**src/rtl/counter_mod_updown_pkg.sv**
```systemverilog
// Shared definitions for the modulus up/down counter: boundary modes and the
// terminal-value computation used by every instance.
package counter_mod_updown_pkg;

   typedef enum logic [0:0] {
      MODE_WRAP = 1'b0,
      MODE_SAT  = 1'b1
   } mode_e;

   localparam int unsigned WIDTH_MAX = 32;

   // Terminal value MODULUS-1; kept 64-bit so MODULUS = 2**32 is representable.
   function automatic longint unsigned max_value(input longint unsigned modulus);
      return modulus - 64'd1;
   endfunction

   function automatic mode_e mode_from_int(input int mode);
      if (mode == 1) begin
         return MODE_SAT;
      end else begin
         return MODE_WRAP;
      end
   endfunction

endpackage

```
**src/rtl/counter_mod_updown_next.sv**
```systemverilog
// Combinational next-state logic: load clamp, +/-1 step with wrap or saturate
// at the modulus boundary, and the raw terminal-count term.
module counter_mod_updown_next
   import counter_mod_updown_pkg::*;
#(
   parameter int              WIDTH   = 16,
   parameter longint unsigned MODULUS = 64'd65536
) (
   input  logic [WIDTH-1:0] i_q,
   input  logic             i_up,
   input  logic             i_ld,
   input  logic [WIDTH-1:0] i_d,
   input  mode_e            i_mode,
   output logic [WIDTH-1:0] o_next,
   output logic             o_bound,
   output logic             o_tc
);

   // MODULUS-1 is formed at WIDTH+1 bits, then narrowed; it always fits WIDTH.
   localparam logic [WIDTH:0]   MAXVAL_X = (WIDTH+1)'(max_value(MODULUS));
   localparam logic [WIDTH-1:0] MAXVAL   = MAXVAL_X[WIDTH-1:0];
   localparam logic [WIDTH-1:0] ZERO     = WIDTH'(0);
   localparam logic [WIDTH-1:0] ONE      = WIDTH'(1);

   logic w_at_max;
   logic w_at_zero;

   assign w_at_max  = (i_q == MAXVAL);
   assign w_at_zero = (i_q == ZERO);

   // Boundary in the current direction of travel.
   always_comb begin
      o_bound = 1'b0;
      if (i_up) begin
         o_bound = w_at_max;
      end else begin
         o_bound = w_at_zero;
      end
   end

   // Next count value: load wins, otherwise one step with boundary handling.
   always_comb begin
      o_next = i_q;
      if (i_ld) begin
         if (i_d > MAXVAL) begin
            o_next = MAXVAL;
         end else begin
            o_next = i_d;
         end
      end else if (o_bound) begin
         if (i_mode == MODE_SAT) begin
            o_next = i_q;
         end else if (i_up) begin
            o_next = ZERO;
         end else begin
            o_next = MAXVAL;
         end
      end else if (i_up) begin
         o_next = i_q + ONE;
      end else begin
         o_next = i_q - ONE;
      end
   end

   // Terminal count before the enable and clear gating applied at the top.
   always_comb begin
      o_tc = o_bound & ~i_ld;
   end

endmodule

```
**src/rtl/counter_mod_updown.sv**
```systemverilog
// Parametrised synchronous up/down modulus counter with load, wrap/saturate,
// a same-cycle terminal count for cascading and a registered overflow pulse.
module counter_mod_updown
   import counter_mod_updown_pkg::*;
#(
   parameter int              WIDTH   = 16,
   parameter longint unsigned MODULUS = 64'd65536,
   parameter int              MODE    = 0
) (
   input  logic             Clk,
   input  logic             Clr,
   input  logic             En,
   input  logic             Up,
   input  logic             Ld,
   input  logic [WIDTH-1:0] D,
   output logic [WIDTH-1:0] Q,
   output logic             Tc,
   output logic             Ovf
);

   localparam mode_e MODE_E = mode_from_int(MODE);

   logic [WIDTH-1:0] r_q;
   logic             r_ovf;
   logic [WIDTH-1:0] w_next;
   logic             w_bound;
   logic             w_tc_raw;

   counter_mod_updown_next #(
      .WIDTH   (WIDTH),
      .MODULUS (MODULUS)
   ) u_next (
      .i_q     (r_q),
      .i_up    (Up),
      .i_ld    (Ld),
      .i_d     (D),
      .i_mode  (MODE_E),
      .o_next  (w_next),
      .o_bound (w_bound),
      .o_tc    (w_tc_raw)
   );

   // Count and overflow registers; priority Clr > Ld > En, one action per edge.
   always_ff @(posedge Clk) begin
      if (Clr) begin
         r_q   <= WIDTH'(0);
         r_ovf <= 1'b0;
      end else if (Ld) begin
         r_q   <= w_next;
         r_ovf <= 1'b0;
      end else if (En) begin
         r_q   <= w_next;
         r_ovf <= w_bound;
      end else begin
         r_q   <= r_q;
         r_ovf <= 1'b0;
      end
   end

   assign Q   = r_q;
   assign Ovf = r_ovf;
   // Zero-latency so a downstream stage steps on the same edge as this one wraps.
   assign Tc  = En & ~Clr & w_tc_raw;

endmodule

```
**config.mk**
```make
export PLATFORM = sky130hd
export DESIGN_NAME = counter_mod_updown
export DESIGN_NICKNAME = d
export VERILOG_FILES = /design/src/rtl/counter_mod_updown_pkg.sv /design/src/rtl/counter_mod_updown_next.sv /design/src/rtl/counter_mod_updown.sv
export SDC_FILE = /design/constraint.sdc
export NUM_CORES = 1
export LEC_CHECK = 0
export BUFFER_PORTS_ARGS = -buffer_cell sky130_fd_sc_hd__buf_4
export CORE_UTILIZATION = 50
export DETAILED_ROUTE_END_ITERATION = 10
export MAX_ROUTING_LAYER = met4
export PLACE_DENSITY = 0.77
export SLEW_MARGIN = 10
export SYNTH_ARGS = -nofsm -noshare
export SYNTH_HDL_FRONTEND = slang
export SYNTH_SLANG_ARGS = --single-unit
```
**constraint.sdc**
```tcl
create_clock -name Clk -period 2.17 [get_ports Clk]
set_input_delay 0.3255 -clock Clk [delete_from_list [all_inputs] [get_ports Clk]]
set_output_delay 0.3255 -clock Clk [all_outputs]
set_load 0.1 [all_outputs]
```
==> results <==
- Once the clock tree was built, the setup fixing pass inserted 0 buffers.
- Before antenna repair, the detailed router went through 4 iterations.
- Clock latency on the worst-skew pair, taken at its later pin, is 0.29 ns.
- The static leakage is 1.09 nW.
- The final reports fail on negative setup slack.
- The number of diodes added for antenna fixing is 0.
- The count of input and output buffers is 38.
- For this design the top-level I/O count stands at 39.
- In this run, synthesis produced a sequential element count of 17.
- The deepest clock path buffer count is 2.
- The main flop type after synthesis is dfxtp_1.
- Routability-driven placement finished with a final weighted congestion of 0.894.
- a21oi_1 is the most common cell in the netlist.
- Setup repair after global routing could not meet its margin everywhere.
- The routed via count is 2,010.
- The number of antenna violations at the first check in global routing was 0.
- The synthesized netlist cell count is 239.
- The cell class contributing the biggest share of worst-path delay is simple AND/OR/NAND/NOR gates.
- STA puts the critical path data required time at 1.84 ns.
- The library cell with the largest summed area after synthesis is dfxtp_1.
- The critical path endpoint category is an output port.
- Fill cells in the final layout number 278.
- The final count of pins violating max slew is 0.
- The initial detailed-routing violation count is 157.
- The total placed cells including tap cells is 339.
- The number of global-route vias before repair is 1,903.
- The global-route wire length before repair is 8830 um.
- The detailed-placement wirelength estimate is 4040 um.
- Sorting the synthesized cells by how often they occur yields a21oi_1 (31), nor2_1 (29), dfxtp_1 (17).
- After layout, the worst setup slack is -0.232 ns.
- The total routed wirelength is 5460 um.
- Across the routed clock network, the largest skew measured is 0.0124 ns.
- The mean routed wirelength per cell is 15.9 um.
- By area the synthesized netlist is led by dfxtp_1 (19%), ha_1 (9.6%), a21oi_1 (8.5%).
- Entering global routing, the biggest net connects 34 pins.
- Yosys mapped the design onto 48 distinct sky130hd cell types.
- After clock tree synthesis, the clock-pin slew on the worst setup and hold paths is 0.12 ns.
- The worst pin sits at a relative slew slack of 67.4%.
- The number of maximum-capacitance violations is 0.
- The final setup violation count is 1.
- At the pin with the least slew margin, the transition time is 0.484 ns.
- The signal on the critical path passes through nor4_4, nand4_1, or4_4, a211oi_4, buf_12.
- Counting every net in the synthesized netlist gives 275.
- The starting utilization of the core area is 53.4%.
- The number of buffers and inverters on the critical path is 1.
- The total count of hold-check failures in the final report is 0.
- The number of rows in the core area is 21.
- Summing all multi-input logic gate instances after layout gives 1370 um^2.
- The critical path arrival is 2.08 ns.
- In the final layout, flip-flops and latches occupy 393 um^2.
- For this run, the total global-route usage over all layers was measured as 29.5%.
- The share of cells above drive strength 1 is 36.0%.
- TritonCTS built the clock tree.
- The final routed DRC violation total is 0.
- The fmax is 416 MHz.
- Once detail routing completed, the nets flagged for antenna violations numbered 0.
- The worst vdd rail ir drop is 380 uV.
- Of the post-synthesis cell area, the dominant cell type holds 18.7%.
- The sequential-to-total area share from yosys stat is 18.7%.
- The die outline height is 62.4 um.
- The overall overflow remaining after global route is 0.
- The master cell of the clock root buffer is clkbuf_4.
- The count of flip-flops with a built-in enable after synthesis is 0.
- The critical setup path kind is reg2out.
- After the last flow step, the layout net total stands at 334.
- The chip width is 62.4 um.
- The synthesized area per cell is 7.63 um^2.
- The largest individual stage delay along the critical path comes from the cell or4_4.
- The TritonCTS buffer count is 3.
- The setup TNS after final layout is -0.232 ns.
- Along the worst path, the maximum fanout reaches 4.
- The class of the tightest hold or removal check is in2reg.
- The count of warnings emitted by yosys is 0.
- In the routed layout, each cell is associated on average with a via count of 5.86.
- In the synthesized netlist the async set-or-reset flop fraction comes to 0%.
- The area of the die is 3890 um^2.
- Relative to the synthesized area, the layout overhead comes to 33.5%.
- The run finished, with violations left.
- The worst setup path is launched from a flip-flop.
- The post-synthesis instance area is 1820 um^2.
- The clock drives 17 sinks.
- The share of the clock period used by the worst path is 111%.
- The region available for standard cell placement spans 3420 um^2.
- For this design the ratio of total power to cell area is 634 nW/um^2.
- On the worst path, the slowest cell contributes a delay of 0.49 ns.
- The H-tree depth is 1.
- The final cell count without fillers is 343.
- For the finished layout, the period the worst path requires is 2.40 ns.
## registers in the layout, indices dropped and copies added (netlist names)
| register | flops |
|---|---|
| Q | 16 |
| Ovf | 1 |
## worst register-to-register path, delay by kind of cell (launching register included)
family	cells	cell delay, ns
compound gates	3	0.71
flops	1	0.37
fa+ha+maj	1	0.34
mux	1	0.21
simple gates	2	0.20
buf+inv	1	0.14
## per-layer routing
layer | routed length [um] | vias up | global-route usage (%)
li1 | - | 1008 | -
met4 | 102 | 0 | 12.5
met3 | 269 | 12 | 3.28
met2 | 2560 | 62 | 48.4
met5 | 0 | - | -
met1 | 2540 | 928 | 36.8
## metrics by stage
stage	utilization (%)	setup WS, ns	hold slack [ns]	power [W]	instance area [um^2]
2_1_floorplan	-	-0.407	0.467	0.00106	1890
3_3_place_gp	68.8	-0.0444	0.561	0.00131	2350
3_5_place_dp	68.8	-0.0651	0.568	0.00133	2350
4_1_cts	70.4	-0.214	0.263	0.00151	2400
5_1_grt	71.2	-0.305	0.283	0.00163	2430
6_report	71.2	-0.232	0.260	0.00154	2430
## power breakdown
group          internal (W)  switching (W)
clock             0.0000714       0.000108
sequential         0.000356      0.0000450
combinational      0.000347       0.000614
## path summary, 6_finish.rpt
kind | cells past startpoint | slack, ns | startpoint | endpoint
setup / recovery | 5 | -0.23 | Q[7] | Tc
setup reg to reg | 8 | 0.10 | Q[8] | Q[15]
hold / removal | 3 | 0.26 | D[0] | Q[0]
hold reg to reg | 2 | 0.72 | Q[15] | Ovf
## cell families after synthesis
kind of cell,count (synthesis),share of synthesized area [%]
mux,6,3.29
xor+xnor,9,4.32
buf+inv,27,9.54
compound gates,69,23.7
flops,17,18.7
fa+ha+maj,15,10.7
simple gates,96,29.8
## cell usage in the layout, fill, tap and decap left out, types with 2 or more instances in the layout
cell / count
o21ai_0: 7
nor4_2: 2
nor3_2: 7
o21ai_1: 2
a211o_1: 2
and4_1: 3
nor2_1: 29
dfxtp_4: 13
nor4b_1: 5
buf_12: 2
buf_4: 66
xor2_1: 3
o31ai_1: 3
a31oi_1: 2
nor3_1: 12
mux2i_1: 6
a21o_2: 2
nor2b_1: 3
o211ai_1: 5
nand3b_1: 2
o21bai_1: 2
a211oi_1: 2
clkbuf_4: 3
xnor2_1: 6
nand2_1: 12
dfxtp_2: 3
nor3b_1: 2
nand4_1: 6
inv_1: 13
a21oi_2: 2
nor4_1: 3
o21a_1: 3
ha_1: 14
a21oi_1: 30
nand3_1: 4
## area by class of cell
type / count / share of cell area [%]
multi-input cells: 195 / 56.4
repair buffers: 68 / 22.0
flip-flops and latches: 17 / 16.1
well taps: 46 / 2.37
inverters: 13 / 2.01
clock buffers: 4 / 1.08
## what timing repair did
item / CTS / global route
hold buffers: 0 / 0
setup endpoints to repair: 1 / 4
resized for setup: 5 / 5
pin swaps: 1 / 1
gates cloned: 0 / 0
No activity file was read; power rests on OpenSTA's default activity.
